**src/rtl/bht_predictor.sv**
```systemverilog
// Branch history table of saturating counters with optional gshare indexing.
// The lookup is registered (latency 1) and the resolve stage trains the table through the update port.
module bht_predictor #(
  parameter int PC_W   = 32,
  parameter int IDX_W  = 4,
  parameter int CTR_W  = 2,
  parameter int GSHARE = 0,
  parameter int HIST_W = 4
) (
  input  logic              clk,
  input  logic              reset_n,
  input  logic              lookup_valid,
  input  logic [PC_W-1:0]   lookup_pc,
  output logic              predict_valid,
  output logic              predict,
  output logic [CTR_W-1:0]  predict_ctr,
  input  logic              update_valid,
  input  logic [PC_W-1:0]   update_pc,
  input  logic              update_taken,
  input  logic              clear
);

  localparam int              ENTRIES  = 1 << IDX_W;
  localparam logic [CTR_W-1:0] CTR_INIT = CTR_W'(1) << (CTR_W - 1);
  localparam logic [CTR_W-1:0] CTR_MAX  = '1;
  localparam logic [CTR_W-1:0] CTR_MIN  = '0;

  // Handshake: valid-only, no ready. Every lookup_valid/update_valid/clear
  // pulse is accepted on the edge it is sampled; predict_valid is lookup_valid
  // delayed exactly one cycle and carries no back-pressure.

  logic [CTR_W-1:0]  r_ctr [ENTRIES];
  logic [HIST_W-1:0] r_hist;
  logic              r_pred_valid;
  logic              r_pred;
  logic [CTR_W-1:0]  r_pred_ctr;

  logic [IDX_W-1:0]  w_hist_idx;
  logic [IDX_W-1:0]  w_lk_idx;
  logic [IDX_W-1:0]  w_up_idx;
  logic [CTR_W-1:0]  w_lk_ctr;
  logic [CTR_W-1:0]  w_up_ctr;
  logic [CTR_W-1:0]  w_up_ctr_next;
  logic [HIST_W-1:0] w_hist_next;
  logic              w_unused_bits;

  generate
    if (GSHARE != 0) begin : g_gshare
      assign w_hist_idx  = IDX_W'(r_hist);
      // Truncating {hist, taken} to HIST_W keeps the newest bits, LSB newest.
      assign w_hist_next = HIST_W'({r_hist, update_taken});
    end else begin : g_bimodal
      assign w_hist_idx  = '0;
      assign w_hist_next = '0;
    end
  endgenerate

  assign w_lk_idx = lookup_pc[IDX_W+1:2] ^ w_hist_idx;
  assign w_up_idx = update_pc[IDX_W+1:2] ^ w_hist_idx;
  assign w_lk_ctr = r_ctr[w_lk_idx];
  assign w_up_ctr = r_ctr[w_up_idx];

  // Alignment bits and the PC bits above the index never select an entry.
  assign w_unused_bits = ^{lookup_pc, update_pc, r_hist};

  always_comb begin
    w_up_ctr_next = w_up_ctr;
    if (update_taken) begin
      if (w_up_ctr != CTR_MAX) w_up_ctr_next = w_up_ctr + 1'b1;
    end else begin
      if (w_up_ctr != CTR_MIN) w_up_ctr_next = w_up_ctr - 1'b1;
    end
  end

  always_ff @(posedge clk or negedge reset_n) begin
    if (!reset_n) begin
      for (int i = 0; i < ENTRIES; i++) r_ctr[i] <= CTR_INIT;
      r_hist <= '0;
    end else if (clear) begin
      for (int i = 0; i < ENTRIES; i++) r_ctr[i] <= CTR_INIT;
      r_hist <= '0;
    end else if (update_valid) begin
      r_ctr[w_up_idx] <= w_up_ctr_next;
      r_hist          <= w_hist_next;
    end
  end

  // Prediction registers read the pre-edge table, so clear/update never bypass.
  always_ff @(posedge clk or negedge reset_n) begin
    if (!reset_n) begin
      r_pred_valid <= 1'b0;
      r_pred       <= 1'b0;
      r_pred_ctr   <= '0;
    end else begin
      r_pred_valid <= lookup_valid;
      if (lookup_valid) begin
        r_pred     <= w_lk_ctr[CTR_W-1];
        r_pred_ctr <= w_lk_ctr;
      end
    end
  end

  assign predict_valid = r_pred_valid;
  assign predict       = r_pred;
  assign predict_ctr   = r_pred_ctr;

endmodule

```
**config.mk**
```make
export PLATFORM = sky130hd
export DESIGN_NAME = bht_predictor
export DESIGN_NICKNAME = d
export VERILOG_FILES = /design/src/rtl/bht_predictor.sv
export SDC_FILE = /design/constraint.sdc
export NUM_CORES = 1
export LEC_CHECK = 0
export ABC_AREA = 1
export CORE_MARGIN = 2
export CORE_UTILIZATION = 47
export CTS_CLUSTER_SIZE = 30
export DETAILED_ROUTE_END_ITERATION = 12
export PLACE_DENSITY = 0.81
export SYNTH_ARGS = -nofsm -noshare
export SYNTH_HDL_FRONTEND = slang
export SYNTH_SLANG_ARGS = --single-unit
```
**constraint.sdc**
```tcl
create_clock -name clk -period 1.7 [get_ports clk]
set_input_delay 0.34 -clock clk [delete_from_list [all_inputs] [get_ports clk]]
set_output_delay 0.34 -clock clk [all_outputs]
set_load 0.1 [all_outputs]
```
# Word-level counts from Yosys, hierarchy flattened
# Index checks and enable logic that the tools add are counted.
dict set report classes {
  n_addsub 2
  mul 0
  div_mod_pow 0
  order_cmp 3
  n_eq_ne 1
  n_shift 0
  muxes 14
  bitwise_logic 2
  n_reduce_logical 3
}
# cell n
set ops {}
lappend ops {{$mux W32} 2}
lappend ops {{$bwmux W32} 1}
lappend ops {{$bmux W2 S4} 2}
lappend ops {{$mux W2} 8}
lappend ops {{$ge A5 B5 Y1 const B} 2}
lappend ops {{$not A4 Y5} 2}
lappend ops {{$demux W2 S4} 1}
lappend ops {{$lt A5 B1 Y1 const B} 1}
lappend ops {{$reduce_bool A2 Y1} 2}
lappend ops {{$add A2 B1 Y2 const B} 1}
lappend ops {{$ne A2 B2 Y1 const B} 1}
lappend ops {{$sub A2 B1 Y2 const B} 1}
lappend ops {{$logic_and A1 B1 Y1} 1}
dict set report word_totals {
  regBits 36
  latchBits 0
  ram_bits 0
  romBits 0
  in_bits 70
  output_inout_bits 4
  word_cells 44
  n_memories 0
}

# Logic depth before layout (Yosys ltp)
# Gate-level depths: netlist of the first run.
dict set report logic_depth {
  depth_word 10
  ltp_mapped 16
}

# Worst setup path after synthesis of the first run
# Ideal clock, no wire load.
dict set report synth_timing {
  path_type {register to output}
  start {reg, netlist name predict}
  end {out predict_ctr[1]}
  arrival_ps 1340
  slack_ps 20
  stages_incl_launch_ff 2
  n_path_buf 1
  cell_sequence {dfrtp_1 > buf_4}
}
# element line
set synth_rtl {}
lappend synth_rtl {{to (decl)} 16} ;# output logic [CTR_W-1:0] predict_ctr,

# Worst setup path in the final report of the first run
dict set report layout_timing {
  start {reg r_ctr[15] in the netlist's numbering}
  end {reg r_ctr[16] in the netlist's numbering}
}
dict set report layout_between {
  elab_chain_len 9
  elab_cells_between_ends 11
  cone_classes {1 x eq/ne; 9 x mux; 1 x reduce/logical}
}
# element line
set layout_lines {}
lappend layout_lines {{from (decl)} 32} ;# logic [CTR_W-1:0] r_ctr [ENTRIES];
lappend layout_lines {{from (signal, indexed assignment)} 83} ;# r_ctr[w_up_idx] <= w_up_ctr_next;
lappend layout_lines {{$bmux W2 S4 (*)} 61} ;# assign w_up_ctr = r_ctr[w_up_idx];
lappend layout_lines {{$mux W2 (not written as such) (*) (2 in series)} 61}
lappend layout_lines {{$ne A2 B2 Y1 / $reduce_bool A2 Y1 (equally long branches)} {69, 71}}
lappend layout_lines {{$mux W2, on equally long branches} {69, 71}}
lappend layout_lines {{$mux W2 (*)} 68} ;# if (update_taken) begin
lappend layout_lines {{$bwmux W32 (*)} 83}
lappend layout_lines {{$mux W32 (*)} 82} ;# end else if (update_valid) begin
lappend layout_lines {{$mux W32 (*)} 79} ;# end else if (clear) begin
# Every way passes the cells marked *; elsewhere a longest branch is shown, timed or not. The select of a mux whose other input is x is not followed.
# A chain may end at the register's enable or synchronous reset.

==> results of run 1 <==
-- kinds of logic (layout without fill, tap and decap cells) --
| family | Yosys count | count (layout) | synth area share (%) |
|---|---|---|---|
| simple gates | 241 | 241 | 41.52 |
| buf+inv | 56 | 105 | 9.958 |
| compound gates | 44 | 44 | 10.80 |
| flops | 35 | 35 | 37.72 |
-- final cells by class --
cell class	count	area [sq um]	share of cell area (%)
inverter	38	146.4	4.741
clock inverter	2	35.03	1.135
timing repair buffer	59	574.3	18.60
sequential	35	895.9	29.01
tap	67	83.83	2.715
clock buffer	6	82.58	2.674
multi-input combinational	285	1270	41.13
-- power by group through the flow --
stage | logic (W) | registers, W | clock network [W]
3_3_place_gp | 0.000489 | 0.000919 | 0
5_1_grt | 0.000561 | 0.000909 | 0.000832
3_5_place_dp | 0.000493 | 0.000920 | 0
2_1_floorplan | 0.000237 | 0.000955 | 0
6_report | 0.000521 | 0.000906 | 0.000797
4_1_cts | 0.000499 | 0.000905 | 0.000805
-- flip-flops by register name, summed over array words and instances (netlist names) --
signal and flops:
r_ctr 32, predict 1, predict_ctr 1, predict_valid 1
-- per-stage QoR --
stage	setup TNS, ns	hold WS, ns	power, W	instances	utilization (%)
2_1_floorplan	0	0.04441	0.001192	376	-
3_3_place_gp	-14.33	0.4940	0.001408	477	60.34
3_5_place_dp	-16.24	0.4947	0.001413	477	60.34
4_1_cts	0	0.4173	0.002209	485	63.24
5_1_grt	-0.1982	0.4142	0.002303	492	64.52
6_report	0	0.4069	0.002224	492	64.52
-- cell usage in the layout, fill, tap and decap left out, drive strengths merged --
| cell | instances |
|---|---|
| clkinv | 1 |
| clkdlybuf4s50 | 8 |
| inv | 37 |
| a211oi | 2 |
| dfrtp | 19 |
| clkinvlp | 1 |
| nand3 | 34 |
| clkbuf | 9 |
| a21oi | 18 |
| buf | 45 |
| o21bai | 3 |
| dlymetal6s2s | 3 |
| nor2 | 28 |
| o211ai | 1 |
| o21ai | 11 |
| bufinv | 1 |
| a32oi | 1 |
| o221ai | 3 |
| a31oi | 5 |
| dfstp | 16 |
| nor3 | 17 |
| nand2 | 162 |
-- layer usage --
layer	up-vias	GRT usage [%]	wire, um
met5	-	0	0
met2	140	42.01	3174
li1	1289	-	-
met4	0	14.88	284
met1	1244	39.65	3129
met3	30	6.560	719
-- cells in the mapped netlist, drive strengths merged (2+ instances only) --
master	n
nand2	162
dfrtp	19
nor2	28
clkbuf	8
a211oi	2
inv	38
buf	10
dfstp	16
a21oi	18
o21bai	3
o221ai	3
o21ai	11
nand3	34
nor3	17
a31oi	5
-- worst min path at each step --
stage / start / to / slack, ns / cells past startpoint
final: reset_n / predict_valid$_DFF_PN0_ / 0.41 / 2
after global routing: reset_n / predict_valid$_DFF_PN0_ / 0.41 / 2
after CTS: reset_n / r_ctr[28]$_DFFE_PN0P_ / 0.42 / 2
after detailed placement: r_ctr[8]$_DFFE_PN0P_ / r_ctr[8]$_DFFE_PN0P_ / 0.49 / 2
after global placement: r_ctr[8]$_DFFE_PN0P_ / r_ctr[8]$_DFFE_PN0P_ / 0.49 / 2
after floorplan: reset_n / predict$_DFFE_PN0P_ / 0.04 / 0
-- timing repair --
item                       CTS  global route
cloned                       0             1
setup buffers                0             6
setup endpoints to repair   32            34
hold buffers                 0             0
gates resized for setup      8            13
pin swaps                    0             4
==> impl_metrics.prom, run 1 <==
# TYPE chip_impl_metric gauge
chip_impl_metric{name="share_seq_of_total_power",unit="%"} 40.7
chip_impl_metric{name="timing.critical_path.required",unit="ns"} 1.93
chip_impl_metric{name="synth_top_cell_area_share",unit="%"} 25.29
chip_impl_metric{name="die_width",unit="um"} 75.08
chip_impl_info{name="status",value="finished, final reports clean"} 1
chip_impl_metric{name="first_global_vias",unit=""} 2504
chip_impl_metric{name="timing.clock.skew",unit="ns"} 0.007377
chip_impl_metric{name="wirelength",unit="um"} 7308
chip_impl_metric{name="antenna_violations_before_repair",unit=""} 0
chip_impl_metric{name="final_period_minus_worst_setup_slack",unit="ns"} 1.611
chip_impl_metric{name="comb_power_share",unit="%"} 23.4
chip_impl_info{name="cp-startpoint",value="r_ctr[15]$_DFFE_PN1P_"} 1
chip_impl_metric{name="nNetsFinal",unit=""} 494
chip_impl_metric{name="number_of_max_slew_violations_in_the_final_report",unit=""} 0
chip_impl_metric{name="synthesized_netlist_cell_count",unit=""} 376
chip_impl_metric{name="netlist-cell-type-count",unit=""} 24
chip_impl_metric{name="drt_first_iter_violations",unit=""} 358
chip_impl_metric{name="place_congestion",unit=""} 1.002
chip_impl_metric{name="synth.yosys.seq_area_share",unit="%"} 37.72
chip_impl_metric{name="core_area",unit="sq um"} 4786
chip_impl_metric{name="clock.fmax",unit="MHz"} 620.6
chip_impl_metric{name="synth_seq_cells",unit=""} 35
chip_impl_info{name="critPathCapture",value="r_ctr[16]$_DFFE_PN0P_"} 1
chip_impl_metric{name="wire_length_of_the_first_global_routing_pass",unit="um"} 11940
chip_impl_metric{name="p_clk_share",unit="%"} 35.8
chip_impl_metric{name="postSynthAreaPerCell",unit="sq um"} 6.316
chip_impl_metric{name="io_pins",unit=""} 74
chip_impl_metric{name="async_reset_ff_share",unit="%"} 100.0
chip_impl_metric{name="globalRouteTotalUtil",unit="%"} 28.72
chip_impl_metric{name="critical_path.n_buffers_inverters",unit=""} 1
chip_impl_metric{name="mappedNetlistNets",unit=""} 446
chip_impl_info{name="crit_family",value="simple AND/OR/NAND/NOR gates"} 1
chip_impl_info{name="clk_root_buffer_cell",value="clkbuf_8"} 1
chip_impl_metric{name="stdcell_area",unit="sq um"} 3088
chip_impl_info{name="cp-end-kind",value="register"} 1
chip_impl_metric{name="p_leak",unit="nW"} 1.650
chip_impl_metric{name="rows",unit=""} 25
chip_impl_metric{name="power.switching_fraction",unit="%"} 30.44
chip_impl_metric{name="slew-limit-headroom",unit="%"} 75.77
chip_impl_metric{name="setup_viol",unit=""} 0
chip_impl_metric{name="min_period_over_period",unit="%"} 94.78
chip_impl_metric{name="vias",unit=""} 2703
chip_impl_metric{name="dp.final_hpwl",unit="um"} 5078
chip_impl_metric{name="power.density_cell_area",unit="nW/um^2"} 720.3
chip_impl_metric{name="place_worst_setup_slack",unit="ns"} -0.5365
chip_impl_metric{name="power_switching",unit="W"} 0.0006770
chip_impl_metric{name="tritoncts.num_buffers",unit=""} 5
chip_impl_metric{name="clock_sinks",unit=""} 35
chip_impl_metric{name="timing_worst_slew_pin_value",unit="ns"} 0.3625
chip_impl_metric{name="drt_pre_antenna_iters",unit=""} 5
chip_impl_metric{name="finalHoldViolCount",unit=""} 0
chip_impl_metric{name="drc",unit=""} 0
chip_impl_metric{name="yosys_warnings",unit=""} 0
chip_impl_metric{name="synth_edf_count",unit=""} 0
chip_impl_metric{name="routed_via_count_divided_by_cell_count",unit=""} 5.494
chip_impl_metric{name="insertedDiodeCount",unit=""} 0
chip_impl_metric{name="intPower",unit="W"} 0.001547
chip_impl_metric{name="dieHeight",unit="um"} 75.08
chip_impl_info{name="launching_point_of_the_worst_reg2reg_path",value="r_ctr[15]$_DFFE_PN1P_"} 1
chip_impl_info{name="tritoncts",value="done"} 1
chip_impl_info{name="setup.worst_path.start_class",value="register"} 1
chip_impl_metric{name="rrSetupSlack",unit="ns"} 0.09
chip_impl_metric{name="avg_wl_per_cell",unit="um"} 14.85
chip_impl_info{name="cell_types_occupying_the_most_area_after_synthesis",value="nand2_1 (25%), dfrtp_1 (20%), dfstp_2 (18%)"} 1
chip_impl_metric{name="num-fill-cells",unit=""} 448
chip_impl_metric{name="crit_arrival",unit="ns"} 1.84
chip_impl_metric{name="path_max_fanout",unit=""} 16
chip_impl_info{name="crit_chain",value="inv_2, o21ai_1, nand2_1, nand2_1, nand2_2, nand2_2, nor2_2, nand2_2, nand3_1, nand2_1"} 1
chip_impl_metric{name="insertion_delay",unit="ns"} 0.29
chip_impl_info{name="synth_top_cell_by_area",value="nand2_1"} 1
chip_impl_info{name="rr_endpoint",value="r_ctr[16]$_DFFE_PN0P_"} 1
chip_impl_info{name="worstHoldPathType",value="in -> async"} 1
chip_impl_info{name="crit_slowest_cell",value="dfstp_2"} 1
chip_impl_metric{name="dpl_cell_area",unit="sq um"} 2888
chip_impl_metric{name="portBuffers",unit=""} 17
chip_impl_metric{name="syn_to_final_growth",unit="%"} 30.03
chip_impl_metric{name="drive_gt1_share",unit="%"} 20.71
chip_impl_metric{name="power.ir.vdd_worst",unit="V"} 0.0005237
chip_impl_info{name="ys_dominant_reg_cell",value="dfrtp_1"} 1
chip_impl_metric{name="timing.final.ws_setup",unit="ns"} 0.08866
chip_impl_metric{name="floorplan.initialDensity",unit="%"} 49.62
chip_impl_metric{name="cap_viol_max_count",unit=""} 0
chip_impl_metric{name="path_clk_slew",unit="ns"} 0.08
chip_impl_metric{name="depth_of_the_critical_timing_path_with_buffers_and_inverters_included",unit=""} 10
chip_impl_metric{name="leftover_overflow_at_the_end_of_global_routing",unit=""} 0
chip_impl_metric{name="worst_r2r_path_depth",unit=""} 10
chip_impl_info{name="rsz0062_at_grt",value="yes"} 1
chip_impl_metric{name="pin_count_of_the_biggest_net_entering_global_routing",unit=""} 39
chip_impl_metric{name="route.antenna.remaining_nets",unit=""} 0
chip_impl_metric{name="post_synth_instance_area",unit="sq um"} 2375
chip_impl_metric{name="clk_path_buf_depth",unit=""} 2
chip_impl_metric{name="critical_path.max_stage_delay",unit="ns"} 0.53
chip_impl_info{name="worstSetupPathType",value="reg -> reg"} 1
chip_impl_metric{name="cts-htree-levels",unit=""} 2
chip_impl_metric{name="floorplan.die_area",unit="sq um"} 5637
No activity file was read; power rests on OpenSTA's default activity.
==> run 2, diff against run 1 <==
--- a/config.mk
+++ b/config.mk
@@ -7,10 +7,10 @@
 export LEC_CHECK = 0
 export ABC_AREA = 1
 export CORE_MARGIN = 2
-export CORE_UTILIZATION = 47
+export CORE_UTILIZATION = 40
 export CTS_CLUSTER_SIZE = 30
 export DETAILED_ROUTE_END_ITERATION = 12
-export PLACE_DENSITY = 0.81
+export PLACE_DENSITY = 0.7
 export SYNTH_ARGS = -nofsm -noshare
 export SYNTH_HDL_FRONTEND = slang
 export SYNTH_SLANG_ARGS = --single-unit
==> run 2 against run 1 <==
  * Worst hold slack improved by 0.0052 ns
  * Cell count unchanged
  * Fmax fell by 0.26%
  * Routed wire length shrank 3.7%
  * Critical path type is now in -> reg
  * Via count fell by 3.6%
  * Design area decreased by 1.5%
  * Clock power down 14%
  * Critical endpoint is now r_ctr[25]$_DFFE_PN1P_
  * Register-to-register slack is essentially flat
  * Sequential power about the same
  * Count of clock-buffer cells in the layout grew 2
  * Setup slack lost 0.0042 ns
  * Global-route usage decreased by 6.1 points
==> impl_metrics.prom, run 2 (synthesized netlist as in run 1, its figures left out) <==
# TYPE chip_impl_metric gauge
chip_impl_info{name="final_common_cell",value="nand2_1"} 1
chip_impl_metric{name="number_of_max_slew_violations_in_the_final_report",unit=""} 0
chip_impl_metric{name="timing.clock.skew",unit="ns"} 0.002902
chip_impl_info{name="status",value="finished, final reports clean"} 1
chip_impl_metric{name="dpl_cell_area",unit="sq um"} 2840
chip_impl_metric{name="portBuffers",unit=""} 17
chip_impl_metric{name="critical_path.max_stage_delay",unit="ns"} 0.28
chip_impl_metric{name="slew-limit-headroom",unit="%"} 82.08
chip_impl_metric{name="rows",unit=""} 28
chip_impl_metric{name="vias",unit=""} 2606
chip_impl_metric{name="finalHoldViolCount",unit=""} 0
chip_impl_metric{name="avg_wl_per_cell",unit="um"} 14.30
chip_impl_info{name="rsz0062_at_grt",value="yes"} 1
chip_impl_metric{name="antenna_violations_before_repair",unit=""} 0
chip_impl_metric{name="num-fill-cells",unit=""} 606
chip_impl_metric{name="first_global_vias",unit=""} 2363
chip_impl_metric{name="setup_viol",unit=""} 0
chip_impl_metric{name="stdcell_area",unit="sq um"} 3043
chip_impl_metric{name="leftover_overflow_at_the_end_of_global_routing",unit=""} 0
chip_impl_metric{name="timing.final.ws_setup",unit="ns"} 0.08441
chip_impl_metric{name="die_width",unit="um"} 81.05
chip_impl_metric{name="drt_pre_antenna_iters",unit=""} 5
chip_impl_metric{name="syn_to_final_growth",unit="%"} 28.13
chip_impl_metric{name="io_pins",unit=""} 74
chip_impl_metric{name="tritoncts.num_buffers",unit=""} 5
chip_impl_metric{name="globalRouteTotalUtil",unit="%"} 22.64
chip_impl_info{name="layout.cells.most_common_list",value="nand2_1 (156), nand3_1 (33), inv_1 (33)"} 1
chip_impl_metric{name="wire_length_of_the_first_global_routing_pass",unit="um"} 11360
chip_impl_metric{name="clock.fmax",unit="MHz"} 619.0
chip_impl_info{name="top_register",value="r_ctr"} 1
chip_impl_metric{name="p_leak",unit="nW"} 1.591
chip_impl_info{name="launching_point_of_the_worst_reg2reg_path",value="r_ctr[27]$_DFFE_PN1P_"} 1
chip_impl_metric{name="largest_register_ff_count",unit=""} 32
chip_impl_info{name="peak_usage_layer_in_the_global_routing_report",value="met2"} 1
chip_impl_metric{name="pin_count_of_the_biggest_net_entering_global_routing",unit=""} 39
chip_impl_metric{name="place_worst_setup_slack",unit="ns"} -0.4964
chip_impl_metric{name="path_max_fanout",unit=""} 15
chip_impl_info{name="crit_chain",value="dlygate4sd2_1, buf_6, nand2_1, nand2_1, nand2_1, nand2_1, nand2_1, nand2_1, nor2_2, nand2_1, nand2_2, buf_6, nand3_1, nand2_1, inv_1"} 1
chip_impl_metric{name="floorplan.initialDensity",unit="%"} 40.83
chip_impl_metric{name="post_cts_hold_buffer_count",unit=""} 0
chip_impl_info{name="worstSetupPathType",value="in -> reg"} 1
chip_impl_metric{name="crit_arrival",unit="ns"} 1.85
chip_impl_metric{name="rrSetupSlack",unit="ns"} 0.10
chip_impl_metric{name="core_area",unit="sq um"} 5816
chip_impl_metric{name="insertedDiodeCount",unit=""} 0
chip_impl_info{name="clk_root_buffer_cell",value="clkbuf_8"} 1
chip_impl_metric{name="dp.final_hpwl",unit="um"} 5034
chip_impl_metric{name="globalRouteMet1Util",unit="%"} 31.33
chip_impl_metric{name="min_period_over_period",unit="%"} 95.03
chip_impl_metric{name="timing.critical_path.required",unit="ns"} 1.93
chip_impl_metric{name="final_period_minus_worst_setup_slack",unit="ns"} 1.616
chip_impl_info{name="cp-end-kind",value="register"} 1
chip_impl_metric{name="place_congestion",unit=""} 0.9156
chip_impl_info{name="crit_path_frequent_cell",value="nand2_1"} 1
chip_impl_metric{name="power.density_cell_area",unit="nW/um^2"} 695.0
chip_impl_info{name="rr_endpoint",value="r_ctr[25]$_DFFE_PN1P_"} 1
chip_impl_metric{name="fin_total_pwr",unit="W"} 0.002115
chip_impl_metric{name="cap_viol_max_count",unit=""} 0
chip_impl_metric{name="dieHeight",unit="um"} 81.05
chip_impl_metric{name="routed_via_count_divided_by_cell_count",unit=""} 5.297
chip_impl_metric{name="floorplan.die_area",unit="sq um"} 6569
chip_impl_metric{name="route.antenna.remaining_nets",unit=""} 0
chip_impl_metric{name="drt_first_iter_violations",unit=""} 241
chip_impl_metric{name="worst_r2r_path_depth",unit=""} 13
chip_impl_metric{name="clock_sinks",unit=""} 35
chip_impl_info{name="crit_slowest_cell",value="dlygate4sd2_1"} 1
chip_impl_metric{name="nNetsFinal",unit=""} 486
chip_impl_metric{name="drc",unit=""} 0
chip_impl_metric{name="use_met3",unit="%"} 3.444
chip_impl_metric{name="drive_gt1_share",unit="%"} 19.42
chip_impl_info{name="setup.worst_path.start_class",value="input pin"} 1
chip_impl_metric{name="wirelength",unit="um"} 7038
chip_impl_metric{name="power.ir.vdd_worst",unit="V"} 0.0004075
chip_impl_metric{name="globalRouteMet2Util",unit="%"} 36.03
chip_impl_metric{name="path_clk_slew",unit="ns"} 0.07
chip_impl_info{name="worstHoldPathType",value="in -> async"} 1
chip_impl_metric{name="clk_path_buf_depth",unit=""} 2
chip_impl_info{name="tritoncts",value="done"} 1
chip_impl_metric{name="cts-htree-levels",unit=""} 2
chip_impl_metric{name="timing_worst_slew_pin_value",unit="ns"} 0.2682
chip_impl_metric{name="insertion_delay",unit="ns"} 0.29
[run 2: changes by cell type in the layout (fill, tap and decap cells not counted), moves of 2 or more]
cell	change
buf_4	-8
buf_6	+2
clkdlybuf4s50_1	+2
dlymetal6s2s_1	-2
o21ai_1	-2
o21ai_2	+2
[run 2: stage by stage]
step / hold WS [ns] / cells / TNS, ns / util, %
after floorplan: 0.04441 / 376 / 0 / -
after global placement: 0.5046 / 479 / -14.08 / 48.84
after detailed placement: 0.5024 / 479 / -14.97 / 48.84
after CTS: 0.4234 / 487 / 0 / 50.90
after global routing: 0.4328 / 492 / -0.2214 / 52.32
final: 0.4120 / 492 / 0 / 52.32
[run 2: worst max path at each step]
| stage | start | end | cells after the start |
|---|---|---|---|
| 3_3_place_gp | update_pc[3] | r_ctr[19]$_DFFE_PN1P_ | 9 |
| 5_1_grt | update_pc[4] | r_ctr[13]$_DFFE_PN1P_ | 13 |
| 3_5_place_dp | update_pc[3] | r_ctr[3]$_DFFE_PN1P_ | 9 |
| 4_1_cts | update_pc[3] | r_ctr[25]$_DFFE_PN1P_ | 13 |
| 6_report | update_pc[2] | r_ctr[25]$_DFFE_PN1P_ | 15 |
| 2_1_floorplan | predict$_DFFE_PN0P_ | predict_ctr[1] | 1 |
[run 2: where the power goes]
group / switching (W) / internal [W] / total (W)
clock: 0.000316 / 0.000370 / 0.000687
sequential: 0.0000322 / 0.000874 / 0.000907
combinational: 0.000323 / 0.000198 / 0.000522
total: 0.000672 / 0.00144 / 0.00211
[run 2: layout make-up]
cell class,count,area (sq um),share of cell area (%)
Multi-Input combinational cell,285,1294,42.52
Sequential cell,35,895.9,29.44
Tap cell,75,93.84,3.084
Clock buffer,8,100.1,3.289
Inverter,38,148.9,4.893
Timing Repair Buffer,51,510.5,16.78
[run 2: worst max-delay path: cells and delay by family]
| kind | cells | cell delay [ns] |
|---|---|---|
| buffers and inverters | 4 | 0.64 |
| AND/OR/NAND/NOR | 11 | 0.87 |
[run 2: timing repair]
| item | 4_1_cts | 5_1_grt |
|---|---|---|
| setup buffers | 0 | 5 |
| setup endpoints to repair | 32 | 33 |
| gates resized for setup | 8 | 17 |
| pin swaps | 0 | 1 |
[run 2: metal layers]
metal | vias up | wire length [um]
li1 | 1274 | -
met1 | 1194 | 3146
met2 | 130 | 3268
met3 | 8 | 520
met4 | 0 | 103
met5 | - | 0
==> run 3, diff against run 2 <==
--- a/config.mk
+++ b/config.mk
@@ -6,7 +6,7 @@
 export NUM_CORES = 1
 export LEC_CHECK = 0
 export ABC_AREA = 1
-export CORE_MARGIN = 2
+export ABC_CLOCK_PERIOD_IN_PS = 1700
 export CORE_UTILIZATION = 40
 export CTS_CLUSTER_SIZE = 30
 export DETAILED_ROUTE_END_ITERATION = 12
==> run 3 against run 2 <==
  * Clock skew rose by 0.0049 ns
  * Routed wire length rose by 5.4%
  * Register-to-register slack worse by 0.02 ns
  * Clock power increased by 34%
  * Highest routed layer unchanged
==> impl_metrics.prom, run 3 (synthesized netlist as in run 1, its figures left out) <==
# TYPE chip_impl_metric gauge
chip_impl_info{name="rr_endpoint",value="r_ctr[23]$_DFFE_PN1P_"} 1
chip_impl_metric{name="antenna_violations_before_repair",unit=""} 0
chip_impl_metric{name="seq_area",unit="sq um"} 895.9
chip_impl_metric{name="rows",unit=""} 27
chip_impl_metric{name="drt_first_iter_violations",unit=""} 303
chip_impl_metric{name="place_congestion",unit=""} 0.9436
chip_impl_info{name="crit_slowest_cell",value="dfstp_2"} 1
chip_impl_info{name="setup.worst_path.start_class",value="register"} 1
chip_impl_info{name="top_register",value="r_ctr"} 1
chip_impl_metric{name="die_width",unit="um"} 79.05
chip_impl_info{name="clk_root_buffer_cell",value="clkbuf_8"} 1
chip_impl_metric{name="clk_path_buf_depth",unit=""} 2
chip_impl_info{name="final_common_cell",value="nand2_1"} 1
chip_impl_metric{name="power.density_cell_area",unit="nW/um^2"} 745.8
chip_impl_info{name="crit_chain",value="inv_1, o21ai_0, nand2_1, nand2_1, nand2_2, nand2_2, nor2_4, nand2_1, nand2_2, buf_6, nand3_1, nand2_1, inv_1"} 1
chip_impl_info{name="crit_family",value="simple AND/OR/NAND/NOR gates"} 1
chip_impl_metric{name="post_cts_hold_buffer_count",unit=""} 0
chip_impl_metric{name="drt_pre_antenna_iters",unit=""} 5
chip_impl_metric{name="rrSetupSlack",unit="ns"} 0.08
chip_impl_metric{name="pin_count_of_the_biggest_net_entering_global_routing",unit=""} 39
chip_impl_metric{name="io_pins",unit=""} 74
chip_impl_metric{name="globalRouteTotalUtil",unit="%"} 24.61
chip_impl_info{name="launching_point_of_the_worst_reg2reg_path",value="r_ctr[15]$_DFFE_PN1P_"} 1
chip_impl_metric{name="insertion_delay",unit="ns"} 0.30
chip_impl_metric{name="tritoncts.num_buffers",unit=""} 5
chip_impl_metric{name="vias",unit=""} 2688
chip_impl_metric{name="floorplan.initialDensity",unit="%"} 42.35
chip_impl_metric{name="setup_viol",unit=""} 0
chip_impl_metric{name="num-fill-cells",unit=""} 538
chip_impl_info{name="worstSetupPathType",value="reg -> reg"} 1
chip_impl_metric{name="fin_total_pwr",unit="W"} 0.002377
chip_impl_metric{name="timing.critical_path.required",unit="ns"} 1.94
chip_impl_info{name="cp-end-kind",value="register"} 1
chip_impl_metric{name="critical_path.max_stage_delay",unit="ns"} 0.52
chip_impl_metric{name="critical_path.n_buffers_inverters",unit=""} 3
chip_impl_metric{name="timing.clock.skew",unit="ns"} 0.007851
chip_impl_metric{name="multiInputGateArea",unit="sq um"} 1285
chip_impl_info{name="uppermost_layer_routed",value="met4"} 1
chip_impl_metric{name="worst_r2r_path_depth",unit=""} 13
chip_impl_metric{name="clock.fmax",unit="MHz"} 619.1
chip_impl_metric{name="largest_register_ff_count",unit=""} 32
chip_impl_metric{name="slew-limit-headroom",unit="%"} 78.33
chip_impl_info{name="worstHoldPathType",value="in -> async"} 1
chip_impl_metric{name="insertedDiodeCount",unit=""} 0
chip_impl_metric{name="syn_to_final_growth",unit="%"} 34.19
chip_impl_metric{name="timing.hold.ws",unit="ns"} 0.4013
chip_impl_metric{name="portBuffers",unit=""} 17
chip_impl_metric{name="routed_via_count_divided_by_cell_count",unit=""} 5.333
chip_impl_metric{name="route.antenna.remaining_nets",unit=""} 0
chip_impl_metric{name="cts-htree-levels",unit=""} 2
chip_impl_metric{name="clock_sinks",unit=""} 35
chip_impl_info{name="layout.cells.most_common_list",value="nand2_1 (154), buf_4 (43), nand3_1 (34), inv_1 (34), nor2_1 (25)"} 1
chip_impl_metric{name="avg_wl_per_cell",unit="um"} 14.72
chip_impl_info{name="tritoncts",value="done"} 1
chip_impl_metric{name="drc",unit=""} 0
chip_impl_metric{name="routed-wl-met3",unit="um"} 748
chip_impl_metric{name="m1WireLength",unit="um"} 3279
chip_impl_metric{name="path_clk_slew",unit="ns"} 0.08
chip_impl_metric{name="dp.final_hpwl",unit="um"} 5290
chip_impl_metric{name="power.ir.vdd_worst",unit="V"} 0.0003509
chip_impl_metric{name="dieHeight",unit="um"} 79.05
chip_impl_metric{name="dr_wl_met2",unit="um"} 3255
chip_impl_metric{name="crit_arrival",unit="ns"} 1.86
chip_impl_metric{name="core_area",unit="sq um"} 5608
chip_impl_metric{name="floorplan.die_area",unit="sq um"} 6249
chip_impl_metric{name="timing_worst_slew_pin_value",unit="ns"} 0.3239
chip_impl_metric{name="wirelength",unit="um"} 7419
chip_impl_metric{name="leftover_overflow_at_the_end_of_global_routing",unit=""} 0
chip_impl_metric{name="first_global_vias",unit=""} 2414
chip_impl_metric{name="number_of_max_slew_violations_in_the_final_report",unit=""} 0
chip_impl_metric{name="p_leak",unit="nW"} 1.686
chip_impl_info{name="crit_path_frequent_cell",value="nand2_1"} 1
chip_impl_metric{name="finalHoldViolCount",unit=""} 0
chip_impl_metric{name="drive_gt1_share",unit="%"} 22.22
chip_impl_metric{name="final_period_minus_worst_setup_slack",unit="ns"} 1.615
chip_impl_metric{name="dpl_cell_area",unit="sq um"} 2939
chip_impl_metric{name="cap_viol_max_count",unit=""} 0
chip_impl_info{name="rsz0062_at_grt",value="no"} 1
chip_impl_metric{name="min_period_over_period",unit="%"} 95.01
chip_impl_metric{name="path_max_fanout",unit=""} 8
chip_impl_info{name="status",value="finished, final reports clean"} 1
chip_impl_metric{name="stdcell_area",unit="sq um"} 3187
chip_impl_metric{name="wire_length_of_the_first_global_routing_pass",unit="um"} 11880
chip_impl_metric{name="nNetsFinal",unit=""} 501
## run 3: cell count changes in the layout (fill, tap and decap cells not counted), sizes merged
cell           previous run  this run
clkdlybuf4s50            10         8
dlygate4sd2               1         0
bufinv                    0         2
buf                      37        53
clkinvlp                  1         2
clkbuf                   10         7
dlymetal6s2s              1         3
## run 3: cell type report
type | instances | area share (%)
Sequential cell | 35 | 28.11
Tap cell | 72 | 2.827
Multi-Input combinational cell | 285 | 40.32
Clock inverter | 3 | 2.120
Inverter | 38 | 4.594
Clock buffer | 5 | 2.159
Timing Repair Buffer | 66 | 19.87
## run 3: per-layer routing
metal  GRT usage, %  vias to the layer above
met5              0                        -
met1          34.95                     1213
li1               -                     1304
met3          4.828                       16
met4          7.818                        0
met2          37.41                      155
## run 3: repair_timing
item	in CTS	in global routing
cloned	0	0
buffers inserted	0	8
pin swaps	0	4
gates resized for setup	3	22
endpoints found under the setup margin	32	34
## run 3: worst max-delay path by stage
stage | from | end | cells past startpoint
6_report | r_ctr[15]$_DFFE_PN1P_ | r_ctr[23]$_DFFE_PN1P_ | 13
3_5_place_dp | update_pc[3] | r_ctr[22]$_DFFE_PN0P_ | 11
4_1_cts | update_pc[2] | r_ctr[23]$_DFFE_PN1P_ | 16
2_1_floorplan | predict$_DFFE_PN0P_ | predict_ctr[1] | 1
5_1_grt | r_ctr[27]$_DFFE_PN1P_ | r_ctr[17]$_DFFE_PN1P_ | 13
3_3_place_gp | update_pc[3] | r_ctr[16]$_DFFE_PN0P_ | 11
## run 3: report_power, final
| part | switching, W | total [W] | internal [W] |
|---|---|---|---|
| sequential | 0.0000300 | 0.000904 | 0.000874 |
| combinational | 0.000335 | 0.000550 | 0.000215 |
| clock | 0.000338 | 0.000923 | 0.000585 |
| total | 0.000702 | 0.00238 | 0.00167 |
## run 3: through the flow
step	util [%]	setup WS [ns]	TNS, ns	cells
3_3_place_gp	52.41	-0.4946	-14.62	488
2_1_floorplan	-	0.02006	0	376
6_report	56.83	0.08486	0	504
3_5_place_dp	52.41	-0.5024	-15.14	488
4_1_cts	54.89	0.02376	0	496
5_1_grt	56.83	0.01501	0	504
